<file path="config.mk">
export PLATFORM = sky130hd
export DESIGN_NAME = mem_bus_arbiter
export DESIGN_NICKNAME = d
export VERILOG_FILES = /design/src/rtl/mem_bus_arbiter.sv
export SDC_FILE = /design/constraint.sdc
export NUM_CORES = 1
export LEC_CHECK = 0
export BUFFER_PORTS_ARGS = -buffer_cell sky130_fd_sc_hd__buf_2
export CAP_MARGIN = 20
export CORE_AREA = 5 5 195 197
export DETAILED_ROUTE_END_ITERATION = 8
export DIE_AREA = 0 0 200 202
export GPL_TIMING_DRIVEN = 0
export PLACE_DENSITY = 0.53
export SYNTH_ARGS = -nofsm -noshare
export SYNTH_HDL_FRONTEND = slang
export SYNTH_SLANG_ARGS = --single-unit
</file>
<file path="constraint.sdc">
create_clock -name clk -period 3.3 [get_ports clk]
set_clock_uncertainty 0.15 [all_clocks]
set_input_delay 0.165 -clock clk [delete_from_list [all_inputs] [get_ports clk]]
set_output_delay 0.165 -clock clk [all_outputs]
set_load 0.01 [all_outputs]
</file>
<file path="src/rtl/mem_bus_arbiter.sv">
// Shares one memory bus between instruction fetch and data access.
// One transaction is in flight at a time; data wins ties within a bounded streak.
module mem_bus_arbiter #(
  parameter int unsigned MAX_D_STREAK = 4
) (
  input  logic        clk,
  input  logic        reset,
  input  logic        ireq_valid,
  input  logic [63:0] ireq_addr,
  output logic        iresp_data_ok,
  output logic [31:0] iresp_data,
  input  logic        dreq_valid,
  input  logic [63:0] dreq_addr,
  input  logic [2:0]  dreq_size,
  input  logic [7:0]  dreq_strobe,
  input  logic [63:0] dreq_data,
  output logic        dresp_data_ok,
  output logic [63:0] dresp_data,
  output logic        bus_valid,
  output logic        bus_is_write,
  output logic [63:0] bus_addr,
  output logic [2:0]  bus_size,
  output logic [7:0]  bus_strobe,
  output logic [63:0] bus_data,
  input  logic        bus_ready,
  input  logic [63:0] bus_rdata,
  output logic [1:0]  grant
);

  // State encoding doubles as the grant code seen by the core.
  typedef enum logic [1:0] {
    IDLE    = 2'b00,
    GRANT_I = 2'b01,
    GRANT_D = 2'b10
  } state_t;

  localparam logic [3:0] MAX_STREAK_C = 4'(MAX_D_STREAK);

  state_t      state_r;
  logic [3:0]  d_streak_r;
  logic [63:0] addr_r;
  logic [2:0]  size_r;
  logic [7:0]  strobe_r;
  logic [63:0] data_r;

  logic        pick_d_s;
  logic        pick_i_s;
  logic        granted_s;

  function automatic logic strobe_is_write(input logic [7:0] strobe);
    return |strobe;
  endfunction

  // Arbitration: data wins ties until it has used up its streak allowance.
  always_comb begin
    pick_d_s = 1'b0;
    pick_i_s = 1'b0;
    if (dreq_valid && ireq_valid) begin
      if (d_streak_r < MAX_STREAK_C) begin
        pick_d_s = 1'b1;
      end else begin
        pick_i_s = 1'b1;
      end
    end else if (dreq_valid) begin
      pick_d_s = 1'b1;
    end else if (ireq_valid) begin
      pick_i_s = 1'b1;
    end else begin
      pick_d_s = 1'b0;
      pick_i_s = 1'b0;
    end
  end

  // Ownership FSM, request latch and data streak counter.
  always_ff @(posedge clk) begin
    if (!reset) begin
      state_r    <= IDLE;
      d_streak_r <= 4'd0;
      addr_r     <= 64'd0;
      size_r     <= 3'd0;
      strobe_r   <= 8'd0;
      data_r     <= 64'd0;
    end else begin
      case (state_r)
        IDLE: begin
          if (pick_d_s) begin
            state_r  <= GRANT_D;
            addr_r   <= dreq_addr;
            size_r   <= dreq_size;
            strobe_r <= dreq_strobe;
            data_r   <= dreq_data;
            if (ireq_valid) begin
              d_streak_r <= (d_streak_r >= MAX_STREAK_C) ? MAX_STREAK_C : d_streak_r + 4'd1;
            end else begin
              d_streak_r <= 4'd0;
            end
          end else if (pick_i_s) begin
            state_r    <= GRANT_I;
            addr_r     <= ireq_addr;
            size_r     <= 3'd2;
            strobe_r   <= 8'd0;
            data_r     <= 64'd0;
            d_streak_r <= 4'd0;
          end else begin
            state_r <= IDLE;
          end
        end
        GRANT_I, GRANT_D: begin
          if (bus_ready) begin
            state_r <= IDLE;
          end else begin
            state_r <= state_r;
          end
        end
        default: begin
          state_r <= IDLE;
        end
      endcase
    end
  end

  // Bus side is driven purely from the latch; responses steer to the owner only.
  always_comb begin
    granted_s     = (state_r != IDLE);
    bus_valid     = granted_s;
    bus_addr      = granted_s ? addr_r : 64'd0;
    bus_size      = granted_s ? size_r : 3'd0;
    bus_strobe    = granted_s ? strobe_r : 8'd0;
    bus_data      = granted_s ? data_r : 64'd0;
    bus_is_write  = granted_s ? strobe_is_write(strobe_r) : 1'b0;
    grant         = state_r;
    iresp_data_ok = (state_r == GRANT_I) && bus_ready;
    dresp_data_ok = (state_r == GRANT_D) && bus_ready;
    iresp_data    = iresp_data_ok ? bus_rdata[31:0] : 32'd0;
    dresp_data    = dresp_data_ok ? bus_rdata : 64'd0;
  end

endmodule

</file>
==> results of run 1 <==
[critical path: cells and delay by family (launching register included)]
kind,cells,cell delay [ps]
DFF,1,340
buffers and inverters,5,1430
and+or+nand+nor,1,170
adders and majority gates,1,320
[worst max path at each step]
stage	start	endpoint	slack, ps	cells after the start
floorplan	grant[0]	bus_addr[56]	1530	6
global placement	grant[0]	bus_addr[56]	650	7
detailed placement	grant[0]	bus_addr[56]	670	7
CTS	grant[0]	bus_addr[56]	180	7
global route	grant[0]	bus_addr[56]	100	7
finish	grant[0]	bus_addr[56]	270	7
[cell usage after synthesis]
master      n
and3_1     97
o21ai_0   128
o21ai_1     2
nor4_1      2
a31oi_1    64
a21boi_1   79
buf_4       6
clkbuf_1   79
or3_1       1
inv_1       3
o21a_1      2
or4_1       1
and2_1      2
inv_2       1
nor3_1      1
ha_1        4
dfxtp_1   145
nor2b_1   140
nand2_1    80
or3b_1      1
nand4_1    76
o21ai_4     1
buf_2      41
nor3b_2     1
buf_1       2
buf_6       1
a21oi_1    66
[registers in the layout (all words and copies together) (netlist names)]
name and cells:
addr_r 64, d_streak_r 4, data_r 64, grant 2, size_r 3, strobe_r 8
[per-layer routing]
| metal | part of all wire, % | GRT usage [%] | wire length (um) |
|---|---|---|---|
| met3 | 6.9 | 3.97 | 2940 |
| met1 | 39 | 22.7 | 16700 |
| met4 | 3.4 | 7.38 | 1450 |
| met2 | 50 | 35.5 | 21400 |
| met5 | 0 | 0 | 0 |
[timing repair]
action / 4_1_cts / 5_1_grt
hold buffers: 204 / 0
hold endpoints to repair: 143 / 0
buffers inserted: 0 / 0
[cell type report]
cell class                      instances  area (sq um)
Buffer                                129           566
Sequential cell                       145          2900
Antenna cell                            2          5.00
Inverter                                4          15.0
Tap cell                              468           586
Multi-Input combinational cell        748          4380
Fill cell                            3777         22400
Timing Repair Buffer                  712          4580
Clock inverter                         12           155
Clock buffer                           20           457
[cell families (layout without fill, tap and decap cells)]
kind of cell	count (synthesis)	in the layout
buf+inv	133	877
simple gates	402	402
fa+ha+maj	4	4
compound gates	342	342
flops	145	145
other cells	0	2
[per-stage QoR]
stage	worst slack [ps]	hold WS, ps
6_report	267	80.8
5_1_grt	102	84.4
4_1_cts	179	67.8
3_5_place_dp	675	281
3_3_place_gp	647	280
2_1_floorplan	1530	170
[report_power, final]
group / switching (mW) / internal (mW) / total (mW) / leakage [nW]
logic: 0.730 / 0.666 / 1.40 / 5.17
clock network: 0.843 / 1.23 / 2.07 / 0.297
registers: 0.0666 / 1.90 / 1.97 / 1.20
==> metrics.md, run 1 <==
| Metric | Value |
|---|---|
| Core area | 36100 sq um |
| Most common cell after layout, fill and taps aside | buf_2 |
| Finished Layout Cells | 2240 |
| Adder-Cell Fraction of Synth Area | 0.637% |
| Num ports | 513 |
| Crit end category | primary output |
| Placed insts | 2002 |
| Critical Path Max Stage Delay | 580 ps |
| Gr usage total | 19.7% |
| Initial antenna violation count | 3 |
| DR pass1 iterations | 5 |
| Post-synthesis register bit count | 145 |
| DIE AREA | 40400 sq um |
| DIE WIDTH | 200 um |
| Simple-gate area share of the yosys netlist | 29.6% |
| CTS tree | built |
| Seq/Total Area, Yosys | 36.9% |
| Hold EP | grant[0] |
| Final Cycle Share | 91.9% |
| Worst reg2reg setup slack | 550 ps |
| Post-synthesis cell type count | 27 |
| Fin. Hold Viols | 0 |
| Final Power | 5.44 mW |
| Syn nets | 1302 |
| Inserted Clock Buffers | 17 |
| Antenna Nets Post-Route | 0 |
| CTS root buf | clkbuf_16 |
| Setup TNS | 0 ps |
| Hold Crit Class | in -> reg |
| Initial core utilization | 21.8% |
| RSZ-0062 raised after global routing | false |
| R2r startpoint | grant[0] |
| Mapped cell area | 7860 sq um |
| Post-Synth XOR/XNOR Area | 0% |
| Synth top area share | 36.9% |
| Fmax | 330 MHz |
| Power density cells | 398 nW/um^2 |
| R2R depth | 8 |
| Cell taking the most area after synthesis | dfxtp_1 |
| Synthesis Warnings | 0 |
| Max transition margin | 45.9% |
| Via Count | 10800 |
| Post-Synthesis Cells | 1026 |
| DRC | 0 |
| Leak | 6.66 nW |
| Nets@finish | 2033 |
| Status | finished, final reports clean |
| Syn Area/Cell | 7.66 sq um |
| H-Tree Level Count | 4 |
| Input/output buffers | 508 |
| Top cells by area, synth | dfxtp_1 37%, nor2b_1 11%, o21ai_0 8.1%, and3_1 7.7%, a21boi_1 7.5% |
| WP data required | 2980 ps |
| WHS Path Cells | 4 |
| Reg-to-Reg End | addr_r[45] |
| CP startpoint kind | register |
| Routed WL per cell | 19.0 um |
| Crit-path cells | inv_1, ha_1, buf_4, buf_2, clkbuf_1, nor2b_1, buf_2 |
| Data arrival, critical path | 2720 ps |
| Final setup violation count | 0 |
| Main combinational cell family by area after synthesis | simple AND/OR/NAND/NOR gates |
| Global-route wire length before repair | 62.0 mm |
| Die Height | 202 um |
| Kind of critical path | reg -> out |
| Hold path start | bus_ready |
| Peak supply drop | 0.000352 V |
| Cts repair resizes | 0 |
| Worst-Skew Late Latency | 440 ps |
| Multiplexer share of the synthesized area | 0% |
| Crit path max fanout | 10 |
| Vias in the first global route | 10900 |
| Vias per cell | 4.82 |
| Final instance area | 13600 sq um |
| GP Congestion | 0.907 |
| Placement-stage cell area | 11000 sq um |
| Post-layout min period | 3030 ps |
| Tightest Pin Transition | 811 ps |
| Share of layout cells above drive strength 1 | 33.3% |
| Initial DRC count | 619 |
| Synth Area in Compound Gates | 25.5% |
| Largest net degree at the start of global routing | 17 |
| Worst path slowest cell | clkbuf_1 |
| Max-cap viol count | 0 |
| Commonest non-fill, non-tap cells in the layout | 549 x buf_2, 204 x dlygate4sd3_1, 145 x dfxtp_1 |
| DPL Wire Length | 32.3 mm |
| Fin. max-slew vios | 0 |
| Final WL | 42.5 mm |
| Rows | 70 |
| Clock Tree Buf Depth | 2 |
| Clock sink count | 145 |
| Clk slew on worst S/H paths | 60 ps |
| Fin util | 37.8% |
| Most common cell on crit path | buf_2 |
| Overflow after GRT | 0 |
| Synth-to-Final Area Change | 73.6% |
Note: power is estimated with default switching activity, not from simulation.
==> inputs of run 2 (changes only) <==
--- a/config.mk
+++ b/config.mk
@@ -7,11 +7,11 @@
 export LEC_CHECK = 0
 export BUFFER_PORTS_ARGS = -buffer_cell sky130_fd_sc_hd__buf_2
 export CAP_MARGIN = 20
-export CORE_AREA = 5 5 195 197
+export CORE_AREA = 5 5 194 196
 export DETAILED_ROUTE_END_ITERATION = 8
-export DIE_AREA = 0 0 200 202
+export DIE_AREA = 0 0 199 201
 export GPL_TIMING_DRIVEN = 0
-export PLACE_DENSITY = 0.53
+export PLACE_DENSITY = 0.54
 export SYNTH_ARGS = -nofsm -noshare
 export SYNTH_HDL_FRONTEND = slang
 export SYNTH_SLANG_ARGS = --single-unit
==> constraint.sdc (replaced) <==
create_clock -name clk -period 3.3 [get_ports clk]
set_clock_uncertainty 0.15 [all_clocks]
set_input_delay 0.165 -clock clk [delete_from_list [all_inputs] [get_ports clk]]
set_output_delay 0.165 -clock clk [all_outputs]
set_load 0.005 [all_outputs]
==> run 2 against run 1 <==
Effect of this change:
- first-iteration DRC count down 2.3%
- cell count up 0.18%
- combinational power fell by 3%
- clock-buffer cell count rose by 2
- fmax rose by 3.1%
- critical path type unchanged
- critical endpoint is now bus_size[1]
==> metrics.md, run 2 (synthesis gave the netlist of run 1 again) <==
| Metric | Value |
|---|---|
| Setup TNS | 0 ps (unchanged) |
| Register area | 2900 sq um (unchanged) |
| DIE WIDTH | 199 um (-0.50%) |
| Final instance area | 13700 sq um (+0.21%) |
| Clock Tree Buf Depth | 2 (unchanged) |
| CTS root buf | clkbuf_16 |
| Leak | 6.67 nW (+0.20%) |
| Hold Crit Class | in -> reg |
| Kind of critical path | reg -> out |
| CTS tree | built |
| Post-layout min period | 2940 ps (-92.0 ps) |
| Fin. max-slew vios | 0 (unchanged) |
| Placement-stage cell area | 11000 sq um (unchanged) |
| H-Tree Level Count | 4 (unchanged) |
| Initial antenna violation count | 7 (+4) |
| Vias per cell | 4.86 (+0.86%) |
| Die Height | 201 um (-0.50%) |
| Rows | 70 (unchanged) |
| DPL Wire Length | 33.1 mm (+2.5%) |
| Data arrival, critical path | 2630 ps (-90 ps) |
| Commonest non-fill, non-tap cells in the layout | 549 x buf_2, 204 x dlygate4sd3_1, 145 x dfxtp_1 |
| Nets@finish | 2033 (unchanged) |
| Biggest regs | addr_r: 64 flops, data_r: 64 flops, strobe_r: 8 flops |
| GP Congestion | 0.914 (+0.72%) |
| Tightest Pin Transition | 768 ps (-43.3 ps) |
| Global-route wire length before repair | 63.2 mm (+1.9%) |
| Crit path max fanout | 10 (unchanged) |
| R2R depth | 8 (unchanged) |
| Clk slew on worst S/H paths | 60 ps (about the same) |
| Initial DRC count | 605 (-2.3%) |
| Clock sink count | 145 (unchanged) |
| Gr usage total | 20.3% (+0.61 points) |
| DR pass1 iterations | 5 (unchanged) |
| Max-cap viol count | 0 (unchanged) |
| Multi-input gate area | 4380 sq um (unchanged) |
| CP startpoint kind | register |
| Status | finished, final reports clean |
| Most common cell after layout, fill and taps aside | buf_2 |
| Final WL | 43.1 mm (+1.3%) |
| Max transition margin | 48.8% (+2.9 points) |
| DIE AREA | 40000 sq um (-0.99%) |
| Power density cells | 398 nW/um^2 (-0.12%) |
| Worst-Skew Late Latency | 430 ps (about the same) |
| Inserted Clock Buffers | 17 (unchanged) |
| Fin util | 38.1% (+0.26 points) |
| Placed insts | 2002 (unchanged) |
| Cts repair resizes | 0 (unchanged) |
| Num ports | 513 (unchanged) |
| Overflow after GRT | 0 (unchanged) |
| Final Cycle Share | 89.1% (-2.8 points) |
| Fin. Hold Viols | 0 (unchanged) |
| Synth-to-Final Area Change | 74.0% |
| Final setup violation count | 0 (unchanged) |
| Initial core utilization | 21.9% (+0.11 points) |
| Via Count | 10900 (+1.0%) |
| Fmax | 340 MHz (+3.1%) |
| Input/output buffers | 508 (unchanged) |
| Peak supply drop | 0.000345 V (-1.9%) |
| Finished Layout Cells | 2244 (+0.18%) |
| Antenna Nets Post-Route | 0 (unchanged) |
| WHS Path Cells | 4 (unchanged) |
| Crit end category | primary output |
| WP data required | 2980 ps (about the same) |
| DRC | 0 (unchanged) |
| Core area | 35900 sq um (-0.49%) |
| Largest net degree at the start of global routing | 17 (unchanged) |
| Share of layout cells above drive strength 1 | 33.3% (-0.056 points) |
| Routed WL per cell | 19.2 um (+1.2%) |
| Vias in the first global route | 11000 (+1.5%) |
| Fill cell count | 3829 (+1.4%) |
| RSZ-0062 raised after global routing | false |
run 2: cell count changes in the layout (fill, tap and decap cells not counted), sizes merged:
| cell | delta |
|---|---|
| diode | +4 |
| clkbuf | +2 |
| inv | -2 |
| bufinv | +1 |
| clkinvlp | -1 |
run 2: timing repair:
| action | 4_1_cts | 5_1_grt |
|---|---|---|
| hold endpoints to repair | 143 | 0 |
| setup buffers | 0 | 0 |
| hold buffers | 204 | 0 |
| endpoints found under the setup margin | 0 | 0 |
run 2: layer usage:
metal	routed length, um	global-route usage, %
met1	16600	23.0
met2	21200	35.5
met3	3360	5.12
met4	1820	9.40
met5	28	0
run 2: cell type report:
| cell class | count | area share, % |
|---|---|---|
| Timing Repair Buffer | 712 | 33.5 |
| Multi-Input combinational cell | 748 | 32.0 |
| Sequential cell | 145 | 21.2 |
| Tap cell | 468 | 4.28 |
| Buffer | 129 | 4.13 |
| Clock buffer | 22 | 3.47 |
| Clock inverter | 10 | 1.14 |
| Inverter | 4 | 0.110 |
| Antenna cell | 6 | 0.110 |
run 2: metrics by stage:
stage / hold WS (ps) / total power [mW] / setup slack (ps)
after floorplan: 170 / 2.57 / 1640
after global placement: 283 / 3.09 / 741
after detailed placement: 284 / 3.10 / 723
after CTS: 88.6 / 5.48 / 243
after global routing: 121 / 5.71 / 150
final: 96.9 / 5.44 / 359
run 2: worst paths after layout:
kind	to	from	slack, ps
worst max register to register	addr_r[47]	grant[0]	610
worst max-delay path	bus_size[1]	grant[0]	360
worst min register to register	data_r[4]	data_r[4]	300
worst min-delay path	grant[1]	bus_ready	100
run 2: where the power goes:
group	switching [mW]	internal, mW	total [mW]
clock network	0.788	1.32	2.11
logic	0.700	0.665	1.36
registers	0.0681	1.90	1.97
total	1.56	3.89	5.44
run 2: worst max-delay path, stage by stage (launching register included):
cell,delay (ps)
dfxtp_1,330
inv_1,90
ha_1,300
buf_4,290
buf_2,270
clkbuf_1,610
nor2b_1,130
buf_2,160
